## config.mk

```make
export PLATFORM = sky130hd
export DESIGN_NAME = axis_rr_arbiter_flat
export DESIGN_NICKNAME = d
export VERILOG_FILES = /design/src/rtl/axis_rr_arbiter_pkg.sv /design/src/rtl/axis_rr_arbiter_if.sv /design/src/rtl/axis_rr_arbiter_rr_picker.sv /design/src/rtl/axis_rr_arbiter.sv /design/src/flat_wrapper.sv
export SDC_FILE = /design/constraint.sdc
export NUM_CORES = 1
export LEC_CHECK = 0
export CORE_MARGIN = 2
export CORE_UTILIZATION = 31
export CTS_CLUSTER_SIZE = 25
export DETAILED_ROUTE_END_ITERATION = 12
export MAX_ROUTING_LAYER = met4
export PLACE_DENSITY = 0.86
export SLEW_MARGIN = 30
export SYNTH_ARGS = -nofsm -noshare
export SYNTH_HDL_FRONTEND = slang
export SYNTH_HIERARCHICAL = 1
export SYNTH_SLANG_ARGS = --single-unit
```

## constraint.sdc

```tcl
create_clock -name clk -period 5.65 [get_ports clk]
set_input_delay 1.13 -clock clk [delete_from_list [all_inputs] [get_ports clk]]
set_output_delay 1.13 -clock clk [all_outputs]
set_load 0.02 [all_outputs]
```

## src/rtl/axis_rr_arbiter_pkg.sv

```systemverilog
// Shared types and constants for the packet-granular AXI-Stream round-robin arbiter.
package axis_arb_pkg;

    // Arbiter owns no packet (IDLE) or is forwarding one packet (XFER).
    typedef enum logic [0:0] {
        IDLE = 1'b0,
        XFER = 1'b1
    } arb_state_t;

    // Width of the per-source packet counters in the statistics build.
    localparam int STATS_CNT_W = 16;

    // Index width for n sources; never below one bit so single-bit selects stay legal.
    function automatic int idx_w(input int n);
        return (n > 1) ? $clog2(n) : 1;
    endfunction

endpackage

```

## src/rtl/axis_rr_arbiter_if.sv

```systemverilog
// Bundle of the NUM_SRC upstream AXI-Stream senders and the single shared downstream port.
//
// Handshake: a beat transfers on a rising clk edge where t_valid && t_ready are both high.
// A sender keeps t_valid, t_data, t_last and byte_enable stable until its beat is accepted;
// t_ready may change freely and never waits on t_valid.
interface axis_rr_arbiter_if #(
    parameter int WIDTH   = 32,
    parameter int NUM_SRC = 4
);
    logic [NUM_SRC*WIDTH-1:0]     s_t_data;
    logic [NUM_SRC-1:0]           s_t_valid;
    logic [NUM_SRC-1:0]           s_t_last;
    logic [NUM_SRC*WIDTH/8-1:0]   s_byte_enable;
    logic [NUM_SRC-1:0]           s_t_ready;

    logic [WIDTH-1:0]             m_t_data;
    logic                         m_t_valid;
    logic                         m_t_last;
    logic [WIDTH/8-1:0]           m_byte_enable;
    logic                         m_t_ready;

    // Arbiter side: accepts the sources, drives the shared output.
    modport slave (
        input  s_t_data, s_t_valid, s_t_last, s_byte_enable, m_t_ready,
        output s_t_ready, m_t_data, m_t_valid, m_t_last, m_byte_enable
    );

    // Environment side: the upstream senders plus the downstream sink.
    modport master (
        output s_t_data, s_t_valid, s_t_last, s_byte_enable, m_t_ready,
        input  s_t_ready, m_t_data, m_t_valid, m_t_last, m_byte_enable
    );
endinterface

```

## src/rtl/axis_rr_arbiter_rr_picker.sv

```systemverilog
// Combinational round-robin picker: first asserted request scanning from ptr_i upward, wrapping.
module rr_picker
    import axis_arb_pkg::*;
#(
    parameter  int NUM_SRC = 4,
    localparam int IDX_W   = idx_w(NUM_SRC)
) (
    input  logic [NUM_SRC-1:0] req_i,
    input  logic [IDX_W-1:0]   ptr_i,
    output logic [IDX_W-1:0]   winner_o,
    output logic               any_req_o
);

    logic [IDX_W-1:0] scan_c;
    logic             found_c;

    // Walk ptr, ptr+1, ... with an explicit wrap compare so non-power-of-two counts work.
    always_comb begin
        winner_o  = '0;
        found_c   = 1'b0;
        scan_c    = ptr_i;
        any_req_o = |req_i;
        for (int k = 0; k < NUM_SRC; k++) begin
            if (!found_c && req_i[scan_c]) begin
                winner_o = scan_c;
                found_c  = 1'b1;
            end
            scan_c = (scan_c == IDX_W'(NUM_SRC - 1)) ? '0 : scan_c + 1'b1;
        end
    end

endmodule

```

## src/rtl/axis_rr_arbiter.sv

```systemverilog
// Packet-granular round-robin arbiter: NUM_SRC AXI-Stream senders share one output.
// The grant is taken in IDLE (one bubble cycle) and held until the t_last beat, so packets
// never interleave. Optional per-source packet counters are built when AXIS_ARB_STATS_EN
// is defined (adds stats_clr input and pkt_count output).
module axis_rr_arbiter
    import axis_arb_pkg::*;
#(
    parameter  int WIDTH   = 32,
    parameter  int NUM_SRC = 4,
    localparam int IDX_W   = idx_w(NUM_SRC)
) (
    input  logic               clk,
    input  logic               rst,
    axis_rr_arbiter_if.slave   bus,
    output logic [IDX_W-1:0]   grant_idx,
    output logic               busy,
    output arb_state_t         dbg_state_o,
    output logic [IDX_W-1:0]   dbg_rr_ptr_o
`ifdef AXIS_ARB_STATS_EN
    ,
    input  logic                           stats_clr,
    output logic [NUM_SRC*STATS_CNT_W-1:0] pkt_count
`endif
);

    localparam int BE_W = WIDTH / 8;

    arb_state_t       state_q, state_d;
    logic [IDX_W-1:0] grant_q, grant_d;
    logic [IDX_W-1:0] rr_ptr_q, rr_ptr_d;
    logic [IDX_W-1:0] pick_idx;
    logic             any_req;

    logic [WIDTH-1:0]   sel_data;
    logic [BE_W-1:0]    sel_be;
    logic               sel_valid;
    logic               sel_last;

    logic [WIDTH-1:0]   m_data_c;
    logic [BE_W-1:0]    m_be_c;
    logic               m_valid_c;
    logic               m_last_c;
    logic [NUM_SRC-1:0] s_ready_c;
    logic               beat_last;

    rr_picker #(
        .NUM_SRC (NUM_SRC)
    ) u_picker (
        .req_i     (bus.s_t_valid),
        .ptr_i     (rr_ptr_q),
        .winner_o  (pick_idx),
        .any_req_o (any_req)
    );

    // Select the fields of the source named by the registered grant.
    always_comb begin
        sel_data  = '0;
        sel_be    = '0;
        sel_valid = 1'b0;
        sel_last  = 1'b0;
        for (int i = 0; i < NUM_SRC; i++) begin
            if (grant_q == IDX_W'(i)) begin
                sel_data  = bus.s_t_data[i*WIDTH +: WIDTH];
                sel_be    = bus.s_byte_enable[i*BE_W +: BE_W];
                sel_valid = bus.s_t_valid[i];
                sel_last  = bus.s_t_last[i];
            end
        end
    end

    // Next-state and output decode: outputs are all-zero unless a packet is owned.
    always_comb begin
        state_d   = state_q;
        grant_d   = grant_q;
        rr_ptr_d  = rr_ptr_q;
        m_data_c  = '0;
        m_be_c    = '0;
        m_valid_c = 1'b0;
        m_last_c  = 1'b0;
        s_ready_c = '0;
        beat_last = 1'b0;
        case (state_q)
            IDLE: begin
                if (any_req) begin
                    grant_d = pick_idx;
                    state_d = XFER;
                end
            end
            XFER: begin
                m_data_c  = sel_data;
                m_be_c    = sel_be;
                m_valid_c = sel_valid;
                m_last_c  = sel_last;
                for (int i = 0; i < NUM_SRC; i++) begin
                    if (grant_q == IDX_W'(i)) begin
                        s_ready_c[i] = bus.m_t_ready;
                    end
                end
                // A stalled owner (valid low) keeps the grant; only its t_last beat frees it.
                if (sel_valid && bus.m_t_ready && sel_last) begin
                    beat_last = 1'b1;
                    rr_ptr_d  = (grant_q == IDX_W'(NUM_SRC - 1)) ? '0 : grant_q + 1'b1;
                    state_d   = IDLE;
                end
            end
            default: state_d = IDLE;
        endcase
    end

    // Arbitration registers; reset aborts any packet in flight.
    always_ff @(posedge clk or posedge rst) begin
        if (rst) begin
            state_q  <= IDLE;
            grant_q  <= '0;
            rr_ptr_q <= '0;
        end else begin
            state_q  <= state_d;
            grant_q  <= grant_d;
            rr_ptr_q <= rr_ptr_d;
        end
    end

    assign bus.m_t_data      = m_data_c;
    assign bus.m_byte_enable = m_be_c;
    assign bus.m_t_valid     = m_valid_c;
    assign bus.m_t_last      = m_last_c;
    assign bus.s_t_ready     = s_ready_c;

    assign grant_idx    = grant_q;
    assign busy         = (state_q == XFER);
    assign dbg_state_o  = state_q;
    assign dbg_rr_ptr_o = rr_ptr_q;

`ifdef AXIS_ARB_STATS_EN
    logic [NUM_SRC*STATS_CNT_W-1:0] cnt_q, cnt_d;

    // Count completed packets per owner; a clear in the same cycle takes priority.
    always_comb begin
        cnt_d = cnt_q;
        if (stats_clr) begin
            cnt_d = '0;
        end else if (beat_last) begin
            for (int i = 0; i < NUM_SRC; i++) begin
                if (grant_q == IDX_W'(i)) begin
                    cnt_d[i*STATS_CNT_W +: STATS_CNT_W] =
                        cnt_q[i*STATS_CNT_W +: STATS_CNT_W] + 1'b1;
                end
            end
        end
    end

    // Counter storage, wrapping naturally at 16'hFFFF.
    always_ff @(posedge clk or posedge rst) begin
        if (rst) begin
            cnt_q <= '0;
        end else begin
            cnt_q <= cnt_d;
        end
    end

    assign pkt_count = cnt_q;
`endif

endmodule

```

## src/flat_wrapper.sv

```systemverilog
// flat-port wrapper written by rule: the top's interface ports become plain ports
module axis_rr_arbiter_flat import axis_arb_pkg::*;
#(
    parameter  int WIDTH   = 32,
    parameter  int NUM_SRC = 4,
    localparam int IDX_W   = idx_w(NUM_SRC)
)
  (clk, rst, grant_idx, busy, dbg_state_o, dbg_rr_ptr_o, bus_s_t_data, bus_s_t_valid, bus_s_t_last, bus_s_byte_enable, bus_m_t_ready, bus_s_t_ready, bus_m_t_data, bus_m_t_valid, bus_m_t_last, bus_m_byte_enable);
  axis_rr_arbiter_if #(.WIDTH(WIDTH), .NUM_SRC(NUM_SRC)) bus_i ();
  input  logic clk;
  input  logic rst;
  output logic [IDX_W-1:0] grant_idx;
  output logic busy;
  output arb_state_t dbg_state_o;
  output logic [IDX_W-1:0] dbg_rr_ptr_o;
  input wire logic [$bits(bus_i.s_t_data)-1:0] bus_s_t_data;
  input wire logic [$bits(bus_i.s_t_valid)-1:0] bus_s_t_valid;
  input wire logic [$bits(bus_i.s_t_last)-1:0] bus_s_t_last;
  input wire logic [$bits(bus_i.s_byte_enable)-1:0] bus_s_byte_enable;
  input wire logic [$bits(bus_i.m_t_ready)-1:0] bus_m_t_ready;
  output wire logic [$bits(bus_i.s_t_ready)-1:0] bus_s_t_ready;
  output wire logic [$bits(bus_i.m_t_data)-1:0] bus_m_t_data;
  output wire logic [$bits(bus_i.m_t_valid)-1:0] bus_m_t_valid;
  output wire logic [$bits(bus_i.m_t_last)-1:0] bus_m_t_last;
  output wire logic [$bits(bus_i.m_byte_enable)-1:0] bus_m_byte_enable;
  assign bus_i.s_t_data = bus_s_t_data;
  assign bus_i.s_t_valid = bus_s_t_valid;
  assign bus_i.s_t_last = bus_s_t_last;
  assign bus_i.s_byte_enable = bus_s_byte_enable;
  assign bus_i.m_t_ready = bus_m_t_ready;
  assign bus_s_t_ready = bus_i.s_t_ready;
  assign bus_m_t_data = bus_i.m_t_data;
  assign bus_m_t_valid = bus_i.m_t_valid;
  assign bus_m_t_last = bus_i.m_t_last;
  assign bus_m_byte_enable = bus_i.m_byte_enable;
  axis_rr_arbiter #(.WIDTH(WIDTH), .NUM_SRC(NUM_SRC)) u_core (.clk(clk), .rst(rst), .bus(bus_i), .grant_idx(grant_idx), .busy(busy), .dbg_state_o(dbg_state_o), .dbg_rr_ptr_o(dbg_rr_ptr_o));
endmodule
```

Word-level counts from Yosys, hierarchy flattened
Cells that the tools add are included.
Widths: inputs -> output; s select.
{"block": "op_classes", "n_div": 0, "bitwise_logic": 1, "add_sub_neg": 4, "n_lt_le_gt_ge": 4, "eq_ne": 6, "n_reduce_logical": 12, "n_shift": 0, "mux": 47, "n_mul": 0}
{"op": "$mux 32", "n": 5}
{"op": "$mux 4", "n": 6}
{"op": "$mux 1", "n": 23}
{"op": "$mux 2", "n": 8}
{"op": "$lt 2x3->1 const B", "n": 4}
{"op": "$eq 2x2->1 const B", "n": 5}
{"op": "$add 2x1->2 const B", "n": 4}
{"op": "$bmux 1 s2", "n": 4}
{"op": "$logic_and 1x1->1", "n": 5}
{"op": "$reduce_and 2->1", "n": 2}
{"op": "$reduce_or 4->1", "n": 1}
{"op": "$logic_not 1->1", "n": 3}
{"op": "$eq 2x1->1 const B", "n": 1}
{"op": "$logic_not 2->1", "n": 1}
{"op": "$pmux 1 s2", "n": 1}
{"op": "$not 1->1", "n": 1}
{"block": "word_totals", "regBits": 5, "elab_cells": 77, "rom_bits": 0, "mem_bits_rw": 0, "latch_bits": 0, "output_inout_bits": 48, "mem_count": 0}

Logic depth before layout (Yosys ltp)
Gate-level depths: netlist of the first run.
{"block": "logic_depth", "depth_word": 12, "depth_mapped": 9}

Cells and area by module
Netlist of the first run, hierarchy kept.
{"module": "axis_rr_arbiter", "cells_per_inst": 221, "area_per_inst_um2": 1507.7, "seq_area_each_um2": 125.1, "n_inst": 1}
{"module": "rr_picker", "cells_per_inst": 42, "area_per_inst_um2": 337.8, "seq_area_each_um2": 0.0, "n_inst": 1}

Least setup slack after synthesis of the first run
OpenSTA, ideal clock, no wires.
{"block": "synth_timing", "path_kind": "input-to-output", "start": "input bus_s_t_last[2]", "end": "output bus_m_t_last", "n_path_buf": 0, "setup_slack_ns": 2.625, "required_ns": 4.520, "cell_stages": 3, "arrival_ns": 1.895, "path_cell_list": "nor2b_1 -> o21a_1 -> nor3b_1"}
{"block": "synth_via", "elab_chain_len": 3}
{"item": "start, declared", "line_no": "flat_wrapper.sv:18", "rtl": "input wire logic [$bits(bus_i.s_t_last)-1:0] bus_s_t_last;"}
{"item": "$mux 1 (2 in series)", "line_no": "axis_rr_arbiter.sv:62", "rtl": "if (grant_q == IDX_W'(i)) begin"}
{"item": "$mux 1", "line_no": "axis_rr_arbiter.sv:82", "rtl": "case (state_q)"}
{"item": "end, declared", "line_no": "flat_wrapper.sv:24", "rtl": "output wire logic [$bits(bus_i.m_t_last)-1:0] bus_m_t_last;"}
Every way passes these cells.

Worst setup path in the final report of the first run
{"block": "layout_timing", "start": "register u_core.grant_q[0] (netlist: u_core/grant_idx[0])", "end": "output bus_m_t_data[15]"}
{"block": "layout_via", "elab_chain_len": 6}
{"item": "start, declared", "line_no": "axis_rr_arbiter.sv:29", "rtl": "logic [IDX_W-1:0] grant_q, grant_d;"}
{"item": "start signal, assigned", "line_no": "axis_rr_arbiter.sv:118", "rtl": "grant_q <= grant_d;"}
{"item": "$logic_not 2->1", "line_no": "axis_rr_arbiter.sv:62"}
{"item": "$mux 32 (3 in series)", "line_no": "axis_rr_arbiter.sv:62"}
{"item": "$mux 32 (*)", "line_no": "axis_rr_arbiter.sv:62"}
{"item": "$mux 32 (*)", "line_no": "axis_rr_arbiter.sv:82"}
{"item": "end, declared", "line_no": "flat_wrapper.sv:22", "rtl": "output wire logic [$bits(bus_i.m_t_data)-1:0] bus_m_t_data;"}
Every way passes the cells marked *; elsewhere a longest branch is shown, timed or not.

==> Implementation_results.wiki, run 1 <==
{| class="wikitable"
! Metric !! Value
|-
| Largest net degree at the start of global routing || 53
|-
| Most common library cells after synthesis || 40 x sky130_fd_sc_hd__inv_1, 36 x sky130_fd_sc_hd__a221oi_1, 35 x sky130_fd_sc_hd__a21oi_1, 35 x sky130_fd_sc_hd__a22o_1, 13 x sky130_fd_sc_hd__clkbuf_1
|-
| Net count after synthesis || 423
|-
| Remaining antenna violation count || 0
|-
| Post-layout nets || 602
|-
| Routed wire per std cell || 17.21 microns
|-
| Shortest period the worst path allows || 4.301 ns
|-
| Worst Path Arrival || 3.17 ns
|-
| Post-synthesis cell type with the largest combined area || sky130_fd_sc_hd__a221oi_1
|-
| Hold buffers post-CTS || 0
|-
| Final Power || about 0.0021 W
|-
| Most instantiated library cell after synthesis || sky130_fd_sc_hd__inv_1
|-
| Longest Clk Path Bufs || 2
|-
| DRC violations left || 0
|-
| RSZ-0062 raised after global routing || no
|-
| First-iteration detailed-routing DRC count || between 90 and 100
|-
| Post CTS Setup Buffer Count || 0
|-
| Static leakage || 1.609 nW
|-
| Via count of the first global-routing pass || 2,529
|-
| H-tree depth reported by CTS || 1
|-
| DRT Pass-1 Iters || 4
|-
| Initial antenna violation count || 1
|-
| DR vias/cell || ~5.5
|-
| Kind of capture point of the worst setup path || output port
|-
| Final HPWL DP || around 7 mm
|-
| Cell count of the worst hold path || 2
|-
| Transition time at the pin with the least slew margin || 0.9623 ns
|-
| Total Neg Setup Slack || 0 ns
|-
| Slew Viols, Final || 0
|-
| Core region area || about 5900 sq um
|-
| Clock insertion delay at the later pin of the skew report || 0.22 ns
|-
| Final setup violation count || 0
|-
| IR Drop Worst-Case VDD || 0.0003132 V
|-
| Share of cells above drive strength 1 || 3.855%
|-
| Fmax || 232.5 MHz
|-
| Maximum net fanout on the critical path || 19
|-
| Layout filler cell count || between 500 and 600
|-
| Async set or reset register ratio after synthesis || 100.0%
|-
| EDFF count, synth || 0
|-
| DIE AREA || 6586 sq um
|-
| Cell count of the worst reg-to-reg path || 6
|-
| Most used flip-flop cell after synthesis || sky130_fd_sc_hd__dfrtp_1
|-
| Worst Path Class, Setup || reg -> out
|-
| Port buffer count || about 200
|-
| Die width || 81.16 microns
|-
| Global-route usage over all layers || 24.51%
|-
| Post-synthesis cell type count || 45
|-
| Setup slack of the most critical reg-to-reg path || 2.96 ns
|-
| Area added between synthesis and finish || 110.7%
|-
| Routability congestion estimate || 0.7989
|-
| Share of the cycle needed by the critical path after routing || 76.12%
|-
| Chip Height || 81.16 microns
|-
| Post-synthesis instance total || approximately 260
|-
| Synth Area per Inst || roughly 7.0 sq um
|-
| Row cnt || 28
|-
| Quantity of gates resized following cts || 0
|-
| Sequential cell area fraction in the yosys report || under 10%
|-
| Cell at the root of the clock tree || sky130_fd_sc_hd__clkbuf_8
|-
| Max_slew headroom || 35.85%
|-
| CP startpoint kind || flop
|-
| Vias after detailed routing || 2,819
|-
| Number of maximum-capacitance constraint violations || 0
|-
| Starting utilization of the core area || 31.54%
|-
| Synth top area share || around 17%
|-
| Global route overflow || 0
|-
| Clock Sinks || 5
|-
| TritonCTS clock tree || built
|-
| Cell area after synthesis || 1846 sq um
|-
| Worst setup skew after layout || 0.002342 ns
|-
| Number of hold violations in the final report || 0
|-
| Synth top area cells || sky130_fd_sc_hd__a221oi_1 17%, sky130_fd_sc_hd__a22o_1 17%, sky130_fd_sc_hd__a21oi_1 9.5%
|-
| Type of the most critical hold path || reg -> reg
|-
| Power Density || 537.9 nW/um^2
|-
| Wire length of the first global-routing pass || 12.33 mm
|-
| CTS clk-pin slew, worst paths || 0.04 ns
|-
| Yosys Warn Count || 6
|-
| #FFs+latches synth || 5
|-
| Result of the run || completed
|-
| Critical path data required time || between 4 and 5 ns
|-
| Total CTS buffers || 3
|-
| Number of top-level design ports || 203
|-
| Aggregate routed wire length || 8.897 mm
|}
-- metal layers --
metal	GRT usage (%)	part of all wire, %	vias to the layer above
met5	-	0	-
met4	5.932	1.4	0
met3	7.222	10	16
met2	41.90	49	138
met1	28.16	40	1286
li1	-	-	1379
-- power breakdown --
group / switching [W] / internal, W / leakage (nW) / total, W
registers: 0.0000456 / 0.0000514 / 0.0592 / 0.0000970
clock network: 0.0000171 / 0.0000484 / 0.0228 / 0.0000655
logic: 0.000981 / 0.000948 / 1.53 / 0.00193
-- path summary, 6_finish.rpt --
kind / from / to
max in group asynchronous: rst / u_core/dbg_rr_ptr_o[0]
max: u_core/grant_idx[0] / bus_m_t_data[15]
min reg2reg: u_core/grant_idx[1] / u_core/grant_idx[1]
min in group asynchronous: rst / u_core/grant_idx[1]
max reg2reg: u_core/dbg_rr_ptr_o[0] / u_core/grant_idx[1]
min: u_core/grant_idx[1] / u_core/grant_idx[1]
-- metrics by stage --
step | utilization [%] | hold WS [ns] | instance area, sq um | setup WS (ns) | cells
5_1_grt | 66.47 | 0.7353 | 3889 | 1.179 | 517
3_3_place_gp | 65.65 | 0.6414 | 3841 | 1.622 | 512
6_report | 66.47 | 0.6574 | 3889 | 1.349 | 517
4_1_cts | 66.42 | 0.6733 | 3886 | 1.360 | 516
2_1_floorplan | - | 0.6614 | 1846 | 2.625 | 263
3_5_place_dp | 65.65 | 0.6667 | 3841 | 1.559 | 512
-- cells in the final DEF, fill, tap and decap left out, drive strengths merged, types with 2 or more instances in the layout --
master and instances:
nand2 8, clkbuf 4, nor2b 6, dfrtp 5
inv 40, nand3 2, a221oi 36, a32oi 3
a211oi 3, nor3b 3, ha 5, mux2i 2
mux4 2, o211ai 3, buf 5, and3 5
nor3 2, a22o 35, mux2 2, o21a 2
clkdlybuf4s50 202, nor2 5, a21oi 36, or4 3
o21ai 4, nand3b 3, and2 2
-- sequential cells by signal, indices dropped and copies added (netlist names) --
register / cells
u_core/dbg_rr_ptr_o: 2
u_core/grant_idx: 2
u_core/busy: 1
-- area by class of cell --
class                           count  area (sq um)  share of cell area, %
Timing Repair Buffer              207          2059                  52.96
Multi-Input combinational cell    185          1413                  36.33
Inverter                           40         150.1                  3.861
Sequential cell                     5         125.1                  3.218
Tap cell                           75         93.84                  2.413
Clock buffer                        4         45.04                  1.158
Antenna cell                        1         2.502                0.06435
-- kinds of logic after synthesis --
family,share of synthesized area (%)
buffers and inverters,17.08
adders and majority gates,3.390
AOI/OAI and AO/OA,52.47
and+or+nand+nor,15.53
muxes,4.746
DFF,6.780
-- critical path, cell delays in order, from the launching register on --
cell and delay (ns):
sky130_fd_sc_hd__dfrtp_1 0.42, sky130_fd_sc_hd__inv_1 0.12, sky130_fd_sc_hd__ha_1 0.23, sky130_fd_sc_hd__nor2b_2 0.72, sky130_fd_sc_hd__buf_4 0.38, sky130_fd_sc_hd__a221oi_1 0.11, sky130_fd_sc_hd__a21oi_1 0.19, sky130_fd_sc_hd__a22o_1 0.15
sky130_fd_sc_hd__clkdlybuf4s50_1 0.61
Power figures use the tool's default switching activity.
==> inputs of run 2 (changes only) <==
--- a/config.mk
+++ b/config.mk
@@ -6,11 +6,11 @@
 export NUM_CORES = 1
 export LEC_CHECK = 0
 export CORE_MARGIN = 2
-export CORE_UTILIZATION = 31
+export CORE_UTILIZATION = 29
 export CTS_CLUSTER_SIZE = 25
 export DETAILED_ROUTE_END_ITERATION = 12
 export MAX_ROUTING_LAYER = met4
-export PLACE_DENSITY = 0.86
+export PLACE_DENSITY = 0.81
 export SLEW_MARGIN = 30
 export SYNTH_ARGS = -nofsm -noshare
 export SYNTH_HDL_FRONTEND = slang
==> constraint.sdc (replaced) <==
create_clock -name clk -period 4.5 [get_ports clk]
set_input_delay 0.9 -clock clk [delete_from_list [all_inputs] [get_ports clk]]
set_output_delay 0.9 -clock clk [all_outputs]
set_load 0.02 [all_outputs]
==> run 2 against run 1 <==
Critical endpoint is now bus_m_byte_enable[3]; largest power group unchanged; sequential share of layout area barely moved; register-to-register slack lost 1.2 ns; count of clock-buffer cells in the layout stayed put; utilization down 4.0 points.
==> Implementation_results.wiki, run 2 (synthesis gave the netlist of run 1 again) <==
{| class="wikitable"
! Metric !! Value
|-
| Critical path data required time || 3.60 ns (-0.92 ns)
|-
| Worst setup skew after layout || 0.001270 ns (-0.001071 ns)
|-
| Static leakage || 1.613 nW (+0.21%)
|-
| H-tree depth reported by CTS || 1 (unchanged)
|-
| Global-route usage over all layers || 25.02% (+0.52 points)
|-
| Family of cells with the greatest summed delay on the critical path || buffers and inverters
|-
| Power Density || 677.4 nW/um^2 (+26%)
|-
| Aggregate routed wire length || 9.168 mm (+3.0%)
|-
| Hold buffers post-CTS || 0 (unchanged)
|-
| Number of maximum-capacitance constraint violations || 0 (unchanged)
|-
| DR vias/cell || 5.411 (-0.76%)
|-
| Result of the run || completed
|-
| Type of the most critical hold path || reg -> reg
|-
| Starting utilization of the core area || 29.57% (-2.0 points)
|-
| Hold path start || u_core/grant_idx[1]
|-
| Cell count of the worst reg-to-reg path || 6 (unchanged)
|-
| Layout filler cell count || 560 (+11%)
|-
| Reg-to-reg endpoint || u_core/grant_idx[1]
|-
| CP cell instances || inv_1, ha_2, buf_12, a221oi_1, a21oi_1, a22o_1, clkdlybuf4s50_1
|-
| Largest net degree at the start of global routing || 49 (-7.5%)
|-
| Destination of the worst hold path || u_core/grant_idx[1]
|-
| Remaining antenna violation count || 0 (unchanged)
|-
| Clock Sinks || 5 (unchanged)
|-
| Final HPWL DP || 7.133 mm (+4.0%)
|-
| Via count of the first global-routing pass || 2,711 (+7.2%)
|-
| Cell at the root of the clock tree || sky130_fd_sc_hd__clkbuf_8
|-
| Finished Cell Area || 3901 sq um (+0.32%)
|-
| Buf/Inv on CP || 3 (unchanged)
|-
| Die width || 83.78 microns (+3.2%)
|-
| Critical Path Slowest Stage Cell || sky130_fd_sc_hd__clkdlybuf4s50_1
|-
| Longest Clk Path Bufs || 2 (unchanged)
|-
| Quantity of gates resized following cts || 0 (unchanged)
|-
| Finished Core Util || 62.51% (-4.0 points)
|-
| Chip Height || 83.78 microns (+3.2%)
|-
| Most common library cell in the layout ignoring fill and taps || sky130_fd_sc_hd__clkdlybuf4s50_1
|-
| Total CTS buffers || 3 (unchanged)
|-
| Share of the cycle needed by the critical path after routing || between 80% and 90%
|-
| Area after detailed placement || 3856 sq um (+0.39%)
|-
| Number of top-level design ports || 203 (unchanged)
|-
| First-iteration detailed-routing DRC count || 113 (+16%)
|-
| Core region area || 6241 sq um (+6.7%)
|-
| DRT Pass-1 Iters || 4 (unchanged)
|-
| Final setup violation count || 0 (unchanged)
|-
| DIE AREA || 7018 sq um (+6.6%)
|-
| CTS clk-pin slew, worst paths || 0.04 ns (about the same)
|-
| Routed wire per std cell || 17.70 microns (+2.8%)
|-
| Post-layout nets || 602 (unchanged)
|-
| Internal power component || 0.001324 W (+26%)
|-
| Shortest period the worst path allows || 3.682 ns
|-
| Net switching power figure || 0.001319 W (+26%)
|-
| Worst Path Class, Setup || reg -> out
|-
| DRC violations left || 0 (unchanged)
|-
| RSZ-0062 raised after global routing || no
|-
| Worst setup startpoint || u_core/grant_idx[0]
|-
| TritonCTS clock tree || built
|-
| Kind of capture point of the worst setup path || output port
|-
| Clock insertion delay at the later pin of the skew report || 0.22 ns (about the same)
|-
| Row cnt || 29 (+3.6%)
|-
| Worst Path Arrival || 2.78 ns (-0.39 ns)
|-
| Combinational Power Share || 92.3% (about the same)
|-
| Slew Viols, Final || 0 (unchanged)
|-
| Sw frac || 49.90% (about the same)
|-
| Antenna cell count || 0 (-1)
|-
| Setup slack of the most critical reg-to-reg path || 1.77 ns (-1.19 ns)
|-
| Clock group share of total power || 3.1% (about the same)
|-
| Initial antenna violation count || 0 (-1)
|-
| Vias after detailed routing || 2,803 (-0.57%)
|-
| CP startpoint kind || flop
|-
| Share of cells above drive strength 1 || 3.855% (unchanged)
|-
| Max_slew headroom || 58.71% (+23 points)
|-
| Cell count of the worst hold path || 2 (unchanged)
|-
| Worst flop-to-flop path startpoint || u_core/dbg_rr_ptr_o[0]
|-
| Transition time at the pin with the least slew margin || 0.6193 ns (-0.3430 ns)
|-
| Number of hold violations in the final report || 0 (unchanged)
|-
| Port buffer count || 202 (unchanged)
|-
| Leading cell types in the layout, fill and taps excluded || 202 x sky130_fd_sc_hd__clkdlybuf4s50_1, 40 x sky130_fd_sc_hd__inv_1, 36 x sky130_fd_sc_hd__a221oi_1
|-
| Routability congestion estimate || 0.8649 (+8.3%)
|-
| Fin Hold WS || 0.6740 ns (+0.01659 ns)
|-
| Total Neg Setup Slack || 0 ns (unchanged)
|-
| Post CTS Setup Buffer Count || 0 (unchanged)
|-
| IR Drop Worst-Case VDD || 0.0004427 V (+41%)
|-
| Relative contribution of sequential cells to total power || 4.6% (about the same)
|-
| Area added between synthesis and finish || 111.4%
|-
| Wire length of the first global-routing pass || 14.08 mm (+14%)
|-
| Fmax || approximately 270 MHz
|-
| Global route overflow || 0 (unchanged)
|-
| Crit-path max cell delay || 0.67 ns (-0.05 ns)
|-
| Maximum net fanout on the critical path || 48 (+29)
|}
[run 2: cell types whose count changed in the layout (fill, tap and decap cells not counted)]
cell / change
sky130_fd_sc_hd__buf_12: +1
sky130_fd_sc_hd__buf_4: -1
sky130_fd_sc_hd__diode_2: -1
[run 2: worst max-delay path by stage]
stage,end,slack (ns),cells after the start
after detailed placement,bus_m_t_valid,0.89,5
final,bus_m_byte_enable[3],0.82,7
after floorplan,bus_m_t_data[10],1.77,8
after CTS,bus_m_byte_enable[3],0.83,7
after global placement,bus_m_t_valid,0.92,5
after global routing,bus_m_byte_enable[3],0.69,7
[run 2: cell type report]
cell class / instances / area [sq um] / share of cell area [%]
Timing Repair Buffer: 207 / 2072 / 53.11
Multi-Input combinational cell: 185 / 1413 / 36.21
Inverter: 40 / 150.1 / 3.849
Sequential cell: 5 / 125.1 / 3.207
Tap cell: 77 / 96.34 / 2.470
Clock buffer: 4 / 45.04 / 1.155
[run 2: worst reg2reg max path, cell delays in order (launching register included)]
cell and delay (ns):
sky130_fd_sc_hd__dfrtp_1 0.60, sky130_fd_sc_hd__ha_1 0.65, sky130_fd_sc_hd__mux4_2 0.62, sky130_fd_sc_hd__or4_1 0.50, sky130_fd_sc_hd__o2111ai_1 0.13, sky130_fd_sc_hd__nand2_1 0.07
sky130_fd_sc_hd__o21ai_0 0.08
[run 2: power groups by stage]
stage	clock [W]	combinational (W)	sequential, W
2_1_floorplan	0	0.00150	0.000113
3_3_place_gp	0	0.00241	0.000119
3_5_place_dp	0	0.00244	0.000121
4_1_cts	0.0000834	0.00245	0.000121
5_1_grt	0.0000850	0.00261	0.000129
6_report	0.0000823	0.00244	0.000120
[run 2: through the flow]
step | setup slack (ns) | std cells | total power, W
3_3_place_gp | 0.9232 | 514 | 0.002528
5_1_grt | 0.6882 | 518 | 0.002821
4_1_cts | 0.8299 | 518 | 0.002653
6_report | 0.8183 | 518 | 0.002643
3_5_place_dp | 0.8918 | 514 | 0.002560
2_1_floorplan | 1.774 | 263 | 0.001610
[run 2: metal layers]
metal	vias to the layer above	track usage (%)	part of all wire, %	wire [microns]
li1	1374	-	-	-
met2	115	42.18	47	4349
met4	0	5.425	2.4	218
met5	-	-	0	0
met1	1298	30.16	43	3906
met3	16	6.429	7.6	694
